### src/rtl/tcdm_rr_bank_arb_pkg.sv
// Shared TCDM interconnect definitions: master-index sizing and the
// cyclic round-robin increment used by the bank arbiters.
package tcdm_rr_bank_arb_pkg;

  localparam int unsigned NUM_MASTER_DEF = 16;
  localparam int unsigned MST_IDX_W_DEF  = (NUM_MASTER_DEF > 1) ? $clog2(NUM_MASTER_DEF) : 1;

  typedef logic [MST_IDX_W_DEF-1:0] mst_idx_t;

  function automatic int unsigned idx_w(int unsigned n);
    return (n > 1) ? $clog2(n) : 1;
  endfunction

  // Wraps at n, not at the power of two above it.
  function automatic int unsigned rr_inc(int unsigned idx, int unsigned n);
    return (idx + 1 >= n) ? 0 : idx + 1;
  endfunction

endpackage

### src/rtl/tcdm_rr_bank_arb_rr_prio_sel.sv
// Combinational cyclic priority search: first set req bit at or above ptr,
// wrapping at N. Doubled-vector rotate followed by a leading-one scan.
module rr_prio_sel #(
  parameter int unsigned N = 4,
  parameter int unsigned W = 2
) (
  input  logic [N-1:0] req,
  input  logic [W-1:0] ptr,
  output logic [W-1:0] idx,
  output logic         vld
);

  logic [2*N-1:0] dbl;
  logic [N-1:0]   rot;
  logic [W:0]     off;
  logic [W:0]     sum;

  assign dbl = {req, req};
  assign rot = N'(dbl >> ptr);
  assign vld = |req;

  always_comb begin
    off = '0;
    for (int i = N - 1; i >= 0; i--) begin
      if (rot[i]) off = (W+1)'(i);
    end
    sum = {1'b0, ptr} + off;
    if (sum >= (W+1)'(N)) sum = sum - (W+1)'(N);
    idx = vld ? sum[W-1:0] : ptr;
  end

endmodule

### src/rtl/tcdm_rr_bank_arb.sv
// Per-bank round-robin arbiter: picks one master per cycle, forwards its
// payload, returns the bank grant and tags the read response owner.
module tcdm_rr_bank_arb
  import tcdm_rr_bank_arb_pkg::*;
#(
  parameter int unsigned NumMaster     = 16,
  parameter int unsigned ReqDataWidth  = 32,
  parameter int unsigned RespDataWidth = 32,
  parameter int unsigned RespLat       = 1
) (
  input  logic                                        clk_i,
  input  logic                                        rst_ni,
  input  logic [NumMaster-1:0]                        req_i,
  input  logic [NumMaster-1:0][ReqDataWidth-1:0]      data_i,
  output logic [NumMaster-1:0]                        gnt_o,
  output logic [NumMaster-1:0]                        rvld_o,
  output logic [NumMaster-1:0][RespDataWidth-1:0]     rdata_o,
  output logic                                        req_o,
  input  logic                                        gnt_i,
  output logic [ReqDataWidth-1:0]                     data_o,
  input  logic [RespDataWidth-1:0]                    rdata_i
);

  localparam int unsigned IdxW = idx_w(NumMaster);

  logic [IdxW-1:0]                  rr_q;
  logic [IdxW-1:0]                  winner;
  logic                             any_req;
  logic                             hs;
  logic [RespLat-1:0]               vld_pipe;
  logic [RespLat-1:0][IdxW-1:0]     idx_pipe;

  rr_prio_sel #(.N(NumMaster), .W(IdxW)) u_sel (
    .req (req_i),
    .ptr (rr_q),
    .idx (winner),
    .vld (any_req)
  );

  assign req_o   = any_req;
  assign hs      = any_req & gnt_i;
  assign rdata_o = {NumMaster{rdata_i}};

  always_comb begin
    gnt_o  = '0;
    rvld_o = '0;
    data_o = data_i[0];
    for (int m = 0; m < NumMaster; m++) begin
      if (winner == IdxW'(m)) begin
        gnt_o[m] = hs;
        data_o   = data_i[m];
      end
      rvld_o[m] = vld_pipe[RespLat-1] && (idx_pipe[RespLat-1] == IdxW'(m));
    end
  end

  // Pointer only moves on an accepted request so a denied grant keeps priority.
  always_ff @(posedge clk_i or negedge rst_ni) begin
    if (!rst_ni) begin
      rr_q     <= '0;
      vld_pipe <= '0;
      idx_pipe <= '0;
    end else begin
      vld_pipe[0] <= hs;
      idx_pipe[0] <= winner;
      for (int s = 1; s < RespLat; s++) begin
        vld_pipe[s] <= vld_pipe[s-1];
        idx_pipe[s] <= idx_pipe[s-1];
      end
      if (hs) rr_q <= IdxW'(rr_inc(32'(winner), NumMaster));
    end
  end

endmodule

### config.mk
export PLATFORM = sky130hd
export DESIGN_NAME = tcdm_rr_bank_arb
export DESIGN_NICKNAME = d
export VERILOG_FILES = /design/src/rtl/tcdm_rr_bank_arb_pkg.sv /design/src/rtl/tcdm_rr_bank_arb_rr_prio_sel.sv /design/src/rtl/tcdm_rr_bank_arb.sv
export SDC_FILE = /design/constraint.sdc
export NUM_CORES = 1
export LEC_CHECK = 0
export ABC_AREA = 0
export BUFFER_PORTS_ARGS = -buffer_cell sky130_fd_sc_hd__buf_2
export CAP_MARGIN = 20
export CORE_AREA = 5 5 444 446
export DETAILED_ROUTE_END_ITERATION = 6
export DIE_AREA = 0 0 449 451
export GPL_TIMING_DRIVEN = 0
export PLACE_DENSITY_LB_ADDON = 0.25
export SLEW_MARGIN = 10
export SYNTH_ARGS = -nofsm -noshare
export SYNTH_HDL_FRONTEND = slang
export SYNTH_SLANG_ARGS = --single-unit
### constraint.sdc
create_clock -name clk_i -period 6.4 [get_ports clk_i]
set_clock_uncertainty 0.2 [all_clocks]
set_input_delay 0.32 -clock clk_i [delete_from_list [all_inputs] [get_ports clk_i]]
set_output_delay 0.32 -clock clk_i [all_outputs]
set_load 0.05 [all_outputs]
Yosys cells after proc, flatten, opt, wreduce, memory -nomap -nowiden
Index checks and enable logic that the tools add are counted.
{ "op_classes": {"addsub": 3, "n_lt_le_gt_ge": 2, "n_eq_ne": 30, "shift": 1, "n_mux": 50, "n_bitwise": 1, "reduce_logical": 19} }
{ "op_table": {"columns": ["operator", "n"], "rows": [
  ["$mux 32", 15],
  ["$mux 4", 19],
  ["$eq 4x4->1 const B", 16],
  ["$eq 4x3->1 const B", 8],
  ["$shr 32x4->16", 1],
  ["$eq 4x2->1 const B", 4],
  ["$logic_and 1x1->1", 16],
  ["$mux 1", 16],
  ["$reduce_or 16->1", 1],
  ["$ge 5x5->1 const B", 2],
  ["$eq 4x1->1 const B", 2],
  ["$logic_not 4->1", 2],
  ["$add 4x1->5 const B", 1],
  ["$add 4x4->5", 1],
  ["$sub 4x1->4 const B", 1],
  ["$and 1x1->1", 1]
]} }
{ "word_totals": {"ff_bits": 9, "in_bits": 563, "output_inout_bits": 577, "wordCells": 109} }

Depth between registers and ports, before layout
{ "logic_depth": {"ltp_word": 37, "ltp_mapped": 28} }

By module
From an unflattened synthesis, not the netlist that was laid out.
{ "hier_totals": {"cells_unflattened": 1739, "hier_area_um2": 11507.3} }
{ "modules_own_cells": {"columns": ["module", "instances", "cells_each", "area_each_um2"], "rows": [
  ["tcdm_rr_bank_arb", 1, 1618, 10269.8],
  ["rr_prio_sel", 1, 121, 1237.4]
]} }

Least setup slack after synthesis
No wires, ideal clock.
{ "synth_path": {"path_kind": "reg2out", "start": "reg rr_q[1]", "end": "out data_o[29]", "t_arrival_ns": 6.506, "t_required_ns": 5.880, "slack_ns": -0.626, "stages_incl_launch_ff": 27, "n_path_buf": 4, "path_cell_list": "dfrtp_1 > buf_6 > buf_4 > mux4_2 > mux2i_1 > nor2b_1 > o21ai_0 > a211oi_1 > o31ai_1 > a21oi_1 > nor2b_1 > o21ai_0 > a311oi_1 > o22ai_1 > ha_1 > fa_1 > mux2i_1 > inv_1 > ha_1 > clkbuf_1 > clkinv_1 > nor2_1 > clkbuf_1 > a21oi_1 > o21ai_0 > a21oi_1 > a211oi_1"} }
{ "synth_between": {"elab_chain_len": 37} }
{ "synth_rtl": {"columns": ["element", "line", "source"], "rows": [
  ["start, declared", "tcdm_rr_bank_arb.sv:26", "logic [IdxW-1:0] rr_q;"],
  ["start signal, assigned", "tcdm_rr_bank_arb.sv:70", "if (hs) rr_q <= IdxW'(rr_inc(32'(winner), NumMaster));"],
  ["$shr 32x4->16", "tcdm_rr_bank_arb_rr_prio_sel.sv:19", "assign rot = N'(dbl >> ptr);"],
  ["$mux 4 (16 in a row)", "tcdm_rr_bank_arb_rr_prio_sel.sv:25", "if (rot[i]) off = (W+1)'(i);"],
  ["$add 4x4->5", "tcdm_rr_bank_arb_rr_prio_sel.sv:27", "sum = {1'b0, ptr} + off;"],
  ["$sub 4x1->4 or $ge 5x5->1 (tied branches)", "tcdm_rr_bank_arb_rr_prio_sel.sv:28", "if (sum >= (W+1)'(N)) sum = sum - (W+1)'(N);"],
  ["$mux 4", "tcdm_rr_bank_arb_rr_prio_sel.sv:28", null],
  ["$mux 4 (*)", "tcdm_rr_bank_arb_rr_prio_sel.sv:29", "idx = vld ? sum[W-1:0] : ptr;"],
  ["named net u_sel.idx[1]", "tcdm_rr_bank_arb_rr_prio_sel.sv:9", "output logic [W-1:0] idx,"],
  ["$eq 4x1->1", "tcdm_rr_bank_arb.sv:49", "if (winner == IdxW'(m)) begin"],
  ["$mux 32 (14 in a row)", "tcdm_rr_bank_arb.sv:49", null],
  ["$mux 32 (*)", "tcdm_rr_bank_arb.sv:49", null],
  ["end, declared", "tcdm_rr_bank_arb.sv:20", "output logic [ReqDataWidth-1:0] data_o,"]
]} }
The timed path passes the listed nets; every way through them passes the cells marked *.

Worst setup path after layout
{ "layout_path": {"start": "reg rr_q[1]", "end": "out data_o[9]"} }
{ "layout_between": {"elab_chain_len": 37} }
{ "layout_rtl": {"columns": ["element", "line"], "rows": [
  ["$shr 32x4->16", "tcdm_rr_bank_arb_rr_prio_sel.sv:19"],
  ["$mux 4 (16 in a row)", "tcdm_rr_bank_arb_rr_prio_sel.sv:25"],
  ["$add 4x4->5", "tcdm_rr_bank_arb_rr_prio_sel.sv:27"],
  ["$sub 4x1->4 or $ge 5x5->1 (tied branches)", "tcdm_rr_bank_arb_rr_prio_sel.sv:28"],
  ["$mux 4", "tcdm_rr_bank_arb_rr_prio_sel.sv:28"],
  ["$mux 4 (*)", "tcdm_rr_bank_arb_rr_prio_sel.sv:29"],
  ["$eq 4x1->1", "tcdm_rr_bank_arb.sv:49"],
  ["$mux 32 (14 in a row)", "tcdm_rr_bank_arb.sv:49"],
  ["$mux 32 (*)", "tcdm_rr_bank_arb.sv:49"]
]} }
Mark *: on every way between the ends. The rest lies on a longest branch, timed or not.

==> run metrics <==
first-pass GRT wire length=180000 um; multi-input logic area=8630 um2; final weighted congestion in routability-driven placement=0.930; cell repeated most along the worst path=buf_12; Vias=17625; nets=3473; clock sinks=9; H-tree Lvls=1; Total GRT Usage=0.134; hpwl dp=128000 um; critical path's largest stage delay=0.53 ns; vias per inst=3.23; setup violators final=32; core area=192000 um2; Clock Tree Root=clkbuf_16; CTS max path bufs=2; Final WS setup=-0.280 ns; Max Transition Viols Final=0; Clock transition at path regs=0.04 ns; Yosys warnings=0; EDFF count, synth=0; CTS Buf Count=3; grt total ovfl=0; DRC=0; max_cap viols=0; failing checks=setup timing; adder-cell share of the synthesized area=0.0100; Crit Path Category=flop to output pin; Synth cell types=80; post-synthesis mux area share=0.0611; Fin. Hold Viols=0; final wirelength=145000 um; CTS tree=yes; Syn Area/Cell=6.75 um2; DRT antenna net count=0; HP Class=input port to async pin; Filler Cell Count=22321; Die Height=451 um; RSZ-0062 raised after global routing=true; Netlist Area Pre-Place=10700 um2; IO Count=1140; wire per inst=26.7 um; FF/Latch Area=226 um2; WP data required=5.88 ns; layout cells sized above 1=0.784; Port-buffer cells=1107; most frequent cells in the layout=1068 x buf_2, 644 x buf_4, 102 x nand2_1; First-pass DRT Iterations=5; Buf/Inv on CP=6; Layout area overhead=137%; WP data arrival=6.16 ns; main combinational cell family by area after synthesis=buffers and inverters; total negative slack=-5.00 ns; crit path capture type=output pin; Clock Latency Late Sink=0.24 ns; largest net degree at the start of global routing=17; Synth Area in Compound Gates=0.324; Slew @ Worst Pin=0.777 ns; die area=202000 um2; FFs w/ async S/R, synth=1.00; sequential share of the synthesized area=0.0210; top_reg_cell synth=dfrtp_1; post-synthesis cell count=1591; initial antenna violation count=45; simple-gate share of the synthesized area=0.178; vias in the first global route=17470; fin crit share=1.04; DRT iter0 DRCs=1396; Slew HR=0.480; Yosys reg bits=9; crit start category=flop; CP max FO=5; CP max-delay cell=mux4_2; xor and xnor area share after synthesis=0.00163; status=complete, but fails checks; CP top delay family=compound AO/OA/AOI/OAI gates; max frequency=0.150 GHz; row cnt=161; syn_nets=2162; commonest non-fill, non-tap cell in the layout=buf_2; DIE WIDTH=449 um; minimum clock period=6.68 ns; Initial Util=0.0559
[metal layers]
layer	wire, um	vias up	GRT usage
met5	34	-	0
met1	50300	8635	0.140
met3	7140	134	0.0189
met2	82700	872	0.272
li1	-	7980	-
met4	5290	4	0.0412
[through the flow]
step	worst slack [ns]	cell area (um2)	hold slack (ns)	cells	utilization
finish	-0.280	25500	0.297	5453	0.133
global route	-0.517	25500	0.351	5450	0.133
CTS	-0.355	24000	0.318	5353	0.125
detailed placement	-3.52	20000	0.0177	5256	0.104
global placement	-5.15	19500	0.0122	5224	0.102
floorplan	-0.0529	10800	-0.176	1591	-
[repair_timing]
| action | in CTS | in global routing |
|---|---|---|
| endpoints found under the hold margin | 9 | 0 |
| resized for setup | 663 | 218 |
| endpoints found under the setup margin | 53 | 43 |
| setup buffers | 91 | 77 |
| hold buffers | 1 | 0 |
| pin swaps | 93 | 111 |
| gates cloned | 4 | 1 |
[sequential cells by signal, indices dropped and copies added (netlist names)]
signal / count
rr_q: 4
vld_pipe: 1
idx_pipe: 4
[path summary, 6_finish.rpt]
check,start,endpoint,slack (ns),cells past startpoint
max in group asynchronous,rst_ni,rr_q[0]$_DFFE_PN0P_,5.47,2
worst min register to register,rr_q[0]$_DFFE_PN0P_,rr_q[0]$_DFFE_PN0P_,0.71,4
worst min-delay path,rst_ni,idx_pipe[0]$_DFF_PN0_,0.30,2
worst max register to register,rr_q[1]$_DFFE_PN0P_,rr_q[0]$_DFFE_PN0P_,0.84,23
min in group clk_i,gnt_i,rr_q[0]$_DFFE_PN0P_,0.60,3
worst max-delay path,rr_q[1]$_DFFE_PN0P_,data_o[9],-0.28,25
[synthesized netlist by cell type (all sizes together) (28+ instances only)]
| library cell | number | area share |
|---|---|---|
| nor2 | 135 | 0.048 |
| o22ai | 56 | 0.033 |
| nand2 | 131 | 0.047 |
| nand3 | 31 | 0.017 |
| buf | 552 | 0.38 |
| a211oi | 36 | 0.026 |
| a21oi | 81 | 0.038 |
| a221oi | 41 | 0.033 |
| o21ai | 110 | 0.051 |
| o211ai | 28 | 0.020 |
| clkbuf | 57 | 0.020 |
| nor3 | 28 | 0.015 |
[worst register-to-register path: cells and delay by family, from the launching register on]
family	cells	cell delay (ns)
mux	2	0.76
buf+inv	5	1.04
fa+ha+maj	1	0.31
compound gates	10	1.67
flops	1	0.37
simple gates	5	1.10
[area by class of cell]
cell class                      instances  area share
Multi-Input combinational cell        960       0.338
Timing Repair Buffer                 1310       0.316
Buffer                                605       0.203
Tap cell                             2526       0.124
Sequential cell                         9     0.00888
Inverter                               13     0.00397
Clock buffer                            4     0.00309
Antenna cell                           26     0.00255
[cells by family after synthesis]
group           count (synthesis)
buf+inv                       622
xor+xnor                        2
fa+ha+maj                       8
flops                           9
compound gates                501
mux                            43
simple gates                  406
Power is left out: the tool's default activity adds up to more than one toggle a clock period on the data nets, which glitch-free logic cannot reach.
